$ cat src/rtl/ram_fifo_ctrl_if.sv
// Bus between the FIFO sequencing controller, its upstream/downstream users and the
// dual-port RAM it drives.
interface ram_fifo_ctrl_if #(
    parameter int WIDTH  = 16,
    parameter int ADDR_W = 3
);
    logic              clear_req;
    logic              push_valid;
    logic              push_ready;
    logic [WIDTH-1:0]  push_data;
    logic              pop_en;
    logic              pop_valid;
    logic [WIDTH-1:0]  pop_data;
    logic              ram_we;
    logic [ADDR_W-1:0] ram_wr_addr;
    logic [WIDTH-1:0]  ram_d_in;
    logic              ram_re;
    logic [ADDR_W-1:0] ram_rd_addr;
    logic [WIDTH-1:0]  ram_d_out;
    logic              full;
    logic              empty;
    logic [ADDR_W:0]   count;
    logic              busy;
    logic              overflow_err;
    logic              underflow_err;

    modport slave (
        input  clear_req, push_valid, push_data, pop_en, ram_d_out,
        output push_ready, pop_valid, pop_data, ram_we, ram_wr_addr, ram_d_in,
               ram_re, ram_rd_addr, full, empty, count, busy, overflow_err, underflow_err
    );

    modport master (
        output clear_req, push_valid, push_data, pop_en, ram_d_out,
        input  push_ready, pop_valid, pop_data, ram_we, ram_wr_addr, ram_d_in,
               ram_re, ram_rd_addr, full, empty, count, busy, overflow_err, underflow_err
    );
endinterface

$ cat src/rtl/ram_fifo_ctrl.sv
// Sequencing controller turning a registered-read dual-port RAM into a synchronous FIFO,
// with a zero-fill clear sequence after reset or on request.
module ram_fifo_ctrl #(
    parameter int WIDTH  = 16,
    parameter int DEPTH  = 8,
    parameter int ADDR_W = 3
) (
    input  logic           clk,
    input  logic           rst,
    ram_fifo_ctrl_if.slave bus
);
    typedef enum logic [1:0] {IDLE, CLEAR, RUN} state_e;

    localparam logic [ADDR_W:0]   DEPTH_C = (ADDR_W+1)'(DEPTH);
    localparam logic [ADDR_W-1:0] LAST    = ADDR_W'(DEPTH - 1);

    state_e            state_q, state_d;
    logic [ADDR_W-1:0] wr_ptr_q, wr_ptr_d;
    logic [ADDR_W-1:0] rd_ptr_q, rd_ptr_d;
    logic [ADDR_W-1:0] clr_addr_q, clr_addr_d;
    logic [ADDR_W:0]   count_q, count_d;
    logic              pop_valid_q, pop_valid_d;
    logic              ovf_q, ovf_d;
    logic              udf_q, udf_d;

    logic in_run, full, empty, push_ready, push_acc, pop_acc;

    assign in_run     = (state_q == RUN);
    assign full       = (count_q == DEPTH_C);
    assign empty      = (count_q == '0);
    // Readiness comes from start-of-cycle occupancy, so a pop never frees room for a same-cycle push.
    assign push_ready = in_run & ~full;
    assign push_acc   = bus.push_valid & push_ready;
    assign pop_acc    = in_run & bus.pop_en & ~empty;

    always_comb begin
        state_d         = state_q;
        wr_ptr_d        = wr_ptr_q;
        rd_ptr_d        = rd_ptr_q;
        clr_addr_d      = clr_addr_q;
        count_d         = count_q;
        pop_valid_d     = 1'b0;
        ovf_d           = ovf_q;
        udf_d           = udf_q;
        bus.ram_we      = 1'b0;
        bus.ram_wr_addr = wr_ptr_q;
        bus.ram_d_in    = bus.push_data;
        case (state_q)
            IDLE: state_d = CLEAR;
            CLEAR: begin
                bus.ram_we      = 1'b1;
                bus.ram_wr_addr = clr_addr_q;
                bus.ram_d_in    = WIDTH'(0);
                clr_addr_d      = clr_addr_q + 1'b1;
                if (clr_addr_q == LAST) state_d = RUN;
            end
            RUN: begin
                bus.ram_we  = push_acc;
                pop_valid_d = pop_acc;
                if (push_acc) wr_ptr_d = wr_ptr_q + 1'b1;
                if (pop_acc)  rd_ptr_d = rd_ptr_q + 1'b1;
                if (push_acc && !pop_acc)      count_d = count_q + 1'b1;
                else if (!push_acc && pop_acc) count_d = count_q - 1'b1;
                if (bus.push_valid && full) ovf_d = 1'b1;
                if (bus.pop_en && empty)    udf_d = 1'b1;
                // A clear discards everything, including whatever was handshaken this cycle.
                if (bus.clear_req) begin
                    state_d     = CLEAR;
                    wr_ptr_d    = '0;
                    rd_ptr_d    = '0;
                    clr_addr_d  = '0;
                    count_d     = '0;
                    pop_valid_d = 1'b0;
                    ovf_d       = 1'b0;
                    udf_d       = 1'b0;
                end
            end
            default: state_d = IDLE;
        endcase
    end

    always_ff @(posedge clk or negedge rst) begin
        if (!rst) begin
            state_q     <= IDLE;
            wr_ptr_q    <= '0;
            rd_ptr_q    <= '0;
            clr_addr_q  <= '0;
            count_q     <= '0;
            pop_valid_q <= 1'b0;
            ovf_q       <= 1'b0;
            udf_q       <= 1'b0;
        end else begin
            state_q     <= state_d;
            wr_ptr_q    <= wr_ptr_d;
            rd_ptr_q    <= rd_ptr_d;
            clr_addr_q  <= clr_addr_d;
            count_q     <= count_d;
            pop_valid_q <= pop_valid_d;
            ovf_q       <= ovf_d;
            udf_q       <= udf_d;
        end
    end

    assign bus.push_ready    = push_ready;
    assign bus.ram_re        = pop_acc;
    assign bus.ram_rd_addr   = rd_ptr_q;
    assign bus.pop_valid     = pop_valid_q;
    assign bus.pop_data      = bus.ram_d_out;
    assign bus.full          = full;
    assign bus.empty         = empty;
    assign bus.count         = count_q;
    assign bus.busy          = ~in_run;
    assign bus.overflow_err  = ovf_q;
    assign bus.underflow_err = udf_q;
endmodule

$ cat src/flat_wrapper.sv
// flat-port wrapper written by rule: the top's interface ports become plain ports
module ram_fifo_ctrl_flat 
#(
    parameter int WIDTH  = 16,
    parameter int DEPTH  = 8,
    parameter int ADDR_W = 3
)
  (clk, rst, bus_clear_req, bus_push_valid, bus_push_data, bus_pop_en, bus_ram_d_out, bus_push_ready, bus_pop_valid, bus_pop_data, bus_ram_we, bus_ram_wr_addr, bus_ram_d_in, bus_ram_re, bus_ram_rd_addr, bus_full, bus_empty, bus_count, bus_busy, bus_overflow_err, bus_underflow_err);
  ram_fifo_ctrl_if #(.WIDTH(WIDTH), .ADDR_W(ADDR_W)) bus_i ();
  input  logic clk;
  input  logic rst;
  input wire logic [$bits(bus_i.clear_req)-1:0] bus_clear_req;
  input wire logic [$bits(bus_i.push_valid)-1:0] bus_push_valid;
  input wire logic [$bits(bus_i.push_data)-1:0] bus_push_data;
  input wire logic [$bits(bus_i.pop_en)-1:0] bus_pop_en;
  input wire logic [$bits(bus_i.ram_d_out)-1:0] bus_ram_d_out;
  output wire logic [$bits(bus_i.push_ready)-1:0] bus_push_ready;
  output wire logic [$bits(bus_i.pop_valid)-1:0] bus_pop_valid;
  output wire logic [$bits(bus_i.pop_data)-1:0] bus_pop_data;
  output wire logic [$bits(bus_i.ram_we)-1:0] bus_ram_we;
  output wire logic [$bits(bus_i.ram_wr_addr)-1:0] bus_ram_wr_addr;
  output wire logic [$bits(bus_i.ram_d_in)-1:0] bus_ram_d_in;
  output wire logic [$bits(bus_i.ram_re)-1:0] bus_ram_re;
  output wire logic [$bits(bus_i.ram_rd_addr)-1:0] bus_ram_rd_addr;
  output wire logic [$bits(bus_i.full)-1:0] bus_full;
  output wire logic [$bits(bus_i.empty)-1:0] bus_empty;
  output wire logic [$bits(bus_i.count)-1:0] bus_count;
  output wire logic [$bits(bus_i.busy)-1:0] bus_busy;
  output wire logic [$bits(bus_i.overflow_err)-1:0] bus_overflow_err;
  output wire logic [$bits(bus_i.underflow_err)-1:0] bus_underflow_err;
  assign bus_i.clear_req = bus_clear_req;
  assign bus_i.push_valid = bus_push_valid;
  assign bus_i.push_data = bus_push_data;
  assign bus_i.pop_en = bus_pop_en;
  assign bus_i.ram_d_out = bus_ram_d_out;
  assign bus_push_ready = bus_i.push_ready;
  assign bus_pop_valid = bus_i.pop_valid;
  assign bus_pop_data = bus_i.pop_data;
  assign bus_ram_we = bus_i.ram_we;
  assign bus_ram_wr_addr = bus_i.ram_wr_addr;
  assign bus_ram_d_in = bus_i.ram_d_in;
  assign bus_ram_re = bus_i.ram_re;
  assign bus_ram_rd_addr = bus_i.ram_rd_addr;
  assign bus_full = bus_i.full;
  assign bus_empty = bus_i.empty;
  assign bus_count = bus_i.count;
  assign bus_busy = bus_i.busy;
  assign bus_overflow_err = bus_i.overflow_err;
  assign bus_underflow_err = bus_i.underflow_err;
  ram_fifo_ctrl #(.WIDTH(WIDTH), .DEPTH(DEPTH), .ADDR_W(ADDR_W)) u_core (.clk(clk), .rst(rst), .bus(bus_i));
endmodule
$ cat config.mk
export PLATFORM = sky130hd
export DESIGN_NAME = ram_fifo_ctrl_flat
export DESIGN_NICKNAME = d
export VERILOG_FILES = /design/src/rtl/ram_fifo_ctrl_if.sv /design/src/rtl/ram_fifo_ctrl.sv /design/src/flat_wrapper.sv
export SDC_FILE = /design/constraint.sdc
export NUM_CORES = 1
export LEC_CHECK = 0
export ABC_AREA = 1
export CORE_UTILIZATION = 33
export DETAILED_ROUTE_END_ITERATION = 8
export PLACE_DENSITY = 0.85
export SETUP_SLACK_MARGIN = 0.1
export SYNTH_ARGS = -nofsm -noshare
export SYNTH_HDL_FRONTEND = slang
export SYNTH_SLANG_ARGS = --single-unit
$ cat constraint.sdc
create_clock -name clk -period 2 [get_ports clk]
set_input_delay 0.2 -clock clk [delete_from_list [all_inputs] [get_ports clk]]
set_output_delay 0.2 -clock clk [all_outputs]
set_load 0.02 [all_outputs]
==> out/results.ini <==
[place]
place_ws_ns = -0.0165
place_area_um2 = 1940
io_buffers = 55
dpl.hpwl_um = 2510
place_congestion = 0.804

[clocking]
cts_hold_buffers = 0
cts_max_level = 1
clock_latency_ns = 0.25
cts_max_path_buffers = 2
tritoncts = done
clk_pin_slew_worst_paths_ns = 0.07
clock-sinks = 18
cts_buffers = 3
cts-root-buf = clkbuf_8

[sta]
tightest_slew_ns = 0.376
period_minus_slack_ns = 1.92
setup_viol = 0
maxSlewHeadroom = 0.747
slew_violations = 0
rsz0062_at_grt = yes
period_share = 0.958
finalHoldViolations = 0
setup_ws_ns = 0.0843
skew_ns = 0.00262
max_clock_freq_mhz = 522

[cells_and_area]
fillers = 369
antenna_cells = 0
syn_to_final_growth_pct = 48.6
drive_above_1_share = 0.292
fin_area_um2 = 2040
final_core_util = 0.511
final_nets = 286

[yosys]
synth_cell_type_count = 30
syn-num-nets = 229
synth_ff_type = dfrtp_1
synth_edf_count = 0
synth_common_cells = 35 x inv_1, 23 x nand2_1, 23 x nor2_1, 18 x dfrtp_1, 17 x buf_4
syn_area_um2 = 1380
ys_seq_elements = 18
synthTopCellsByArea = dfrtp_1 33%, ha_1 10%, inv_1 9.6%, buf_4 9.3%, nand2_1 6.3%
ys_seq_area_frac = 0.328
synth_async_sr_flop_share = 1.00
synth_area_per_cell_um2 = 7.64
synth_cells = 180
synth_warnings = 0
synth_most_common_cell = inv_1
synth_top_cell_by_area = dfrtp_1
synth_top_cell_area_share = 0.328

[floorplan]
fp.dieH_um = 66.6
io_pins = 88
die_width_um = 66.6
die_area_um2 = 4430
initial_core_util = 0.344
core_area_um2 = 4000
fp-row-count = 23

[grt]
grt_pass1_vias = 1208
grt_pass1_wl_um = 5270
busiest_layer = met2
grt_usage = 0.156
grt_overflow_total = 0
met2_usage = 0.266
grt_max_degree = 24
gr-usage-met3 = 0.0308
use_met1 = 0.190
antenna_found_initial = 0

[setup_path]
worstPathArrival_ns = 1.72
r2r-end = u_core.bus.count[3]$_DFFE_PN0P_
crit_type = reg2out
end_kind = primary output
r2r-start = u_core.state_q[1]$_DFFE_PN0P_
rrSetupSlack_ns = 0.10
crit_path_max_fanout = 4
worst-r2r-cell-count = 14
cp_data_required_time_ns = 1.80
start_kind = register

[routing]
first_pass_iters = 4
antenna_left = 0
wire_per_inst_um = 11.7
num_vias = 1276
postRouteWirelength_um = 3350
vias_per_cell = 4.46
first_iter_violations = 45
drc = 0

[worst_hold_path]
hold_path.class = in2async

[pwr]
power.total_mw = 2.93
ir_worst_vdd_uv = 680
power_density_nw_per_um2 = 1440
p_leak_nw = 1.10

[outcome]
status = finished clean

[flow_run]
maxCapViolations = 0

## worst max-delay path by stage
stage	start	end	slack, ns	cells after the start
floorplan	u_core.bus.count[2]$_DFFE_PN0P_	u_core.bus.count[3]$_DFFE_PN0P_	0.07	12
global placement	u_core.state_q[0]$_DFFE_PN0P_	u_core.bus.count[3]$_DFFE_PN0P_	0.04	15
detailed placement	u_core.state_q[0]$_DFFE_PN0P_	u_core.bus.count[3]$_DFFE_PN0P_	-0.02	15
CTS	u_core.state_q[0]$_DFFE_PN0P_	u_core.bus.count[1]$_DFFE_PN0P_	0.07	10
global route	u_core.state_q[1]$_DFFE_PN0P_	u_core.bus.count[3]$_DFFE_PN0P_	-0.007	14
finish	u_core.state_q[1]$_DFFE_PN0P_	bus_busy	0.08	4
## area by class of cell
class | instances | area (um2) | area share
well taps | 50 | 62.6 | 0.0306
inverters | 38 | 146 | 0.0716
clock buffers | 4 | 55.1 | 0.0269
repair buffers | 71 | 591 | 0.289
multi-input cells | 105 | 736 | 0.360
flip-flops and latches | 18 | 453 | 0.222
## routing by layer
metal / vias to the layer above / part of all wire
met1: 586 / 0.43
li1: 650 / -
met4: 0 / 0.0081
met5: - / 0
met3: 2 / 0.050
met2: 38 / 0.51
## what timing repair did
item | 4_1_cts | 5_1_grt
pin swaps | 0 | 10
endpoints found under the hold margin | 0 | 0
gates resized for setup | 27 | 58
setup endpoints to repair | 25 | 26
setup buffers | 3 | 6
## kinds of logic (layout without fill, tap and decap cells)
family	Yosys count	in the layout	synth area share
xor gates and xnor gates	1	1	0.00637
adders and majority gates	12	12	0.115
AOI/OAI and AO/OA	25	25	0.110
and+or+nand+nor	65	65	0.221
DFF	18	18	0.328
buffers and inverters	57	113	0.205
muxes	2	2	0.0155
## registers in the layout (all words and copies together), names as in the netlist
signal                    count
u_core.bus.count              4
u_core.bus.overflow_err       1
u_core.bus.pop_valid          1
u_core.bus.ram_rd_addr        3
u_core.bus.underflow_err      1
u_core.clr_addr_q             3
u_core.state_q                2
u_core.wr_ptr_q               3
## through the flow
stage	TNS (ns)	hold WS [ns]	std cells
finish	0	0.277	286
global route	-0.00677	0.301	286
CTS	0	0.287	280
detailed placement	-0.0165	0.400	273
global placement	0	0.400	273
floorplan	0	-0.0956	180
## cells in the final DEF (no fill, tap or decap), drive strengths merged
cell | synthesis | layout
a21boi | 1 | 1
a21oi | 7 | 7
a22o | 2 | 2
buf | 17 | 17
clkbuf | 2 | 22
clkdlybuf4s15 | 0 | 1
clkdlybuf4s50 | 0 | 31
clkinv | 1 | 1
dfrtp | 18 | 18
dlygate4sd2 | 0 | 2
dlymetal6s2s | 0 | 2
fa | 1 | 1
ha | 11 | 11
inv | 37 | 37
mux2 | 1 | 1
mux2i | 1 | 1
nand2 | 29 | 29
nand3 | 10 | 10
nand4 | 1 | 1
nor2 | 25 | 25
o21a | 2 | 2
o21ai | 11 | 11
o22ai | 1 | 1
o31ai | 1 | 1
xnor2 | 1 | 1
## worst max-delay path, stage by stage, from the launching register on
cell,delay (ns)
dfrtp_2,0.46
ha_4,0.19
buf_4,0.14
inv_1,0.07
clkdlybuf4s50_1,0.61
## report_power, final
part / switching, mW / total, mW / internal (mW) / leakage (nW)
Combinational: 1.13 / 2.02 / 0.883 / 0.841
Clock: 0.124 / 0.298 / 0.175 / 0.0288
Sequential: 0.116 / 0.621 / 0.505 / 0.234
Total: 1.37 / 2.93 / 1.56 / 1.10
No activity file was read; power rests on OpenSTA's default activity.
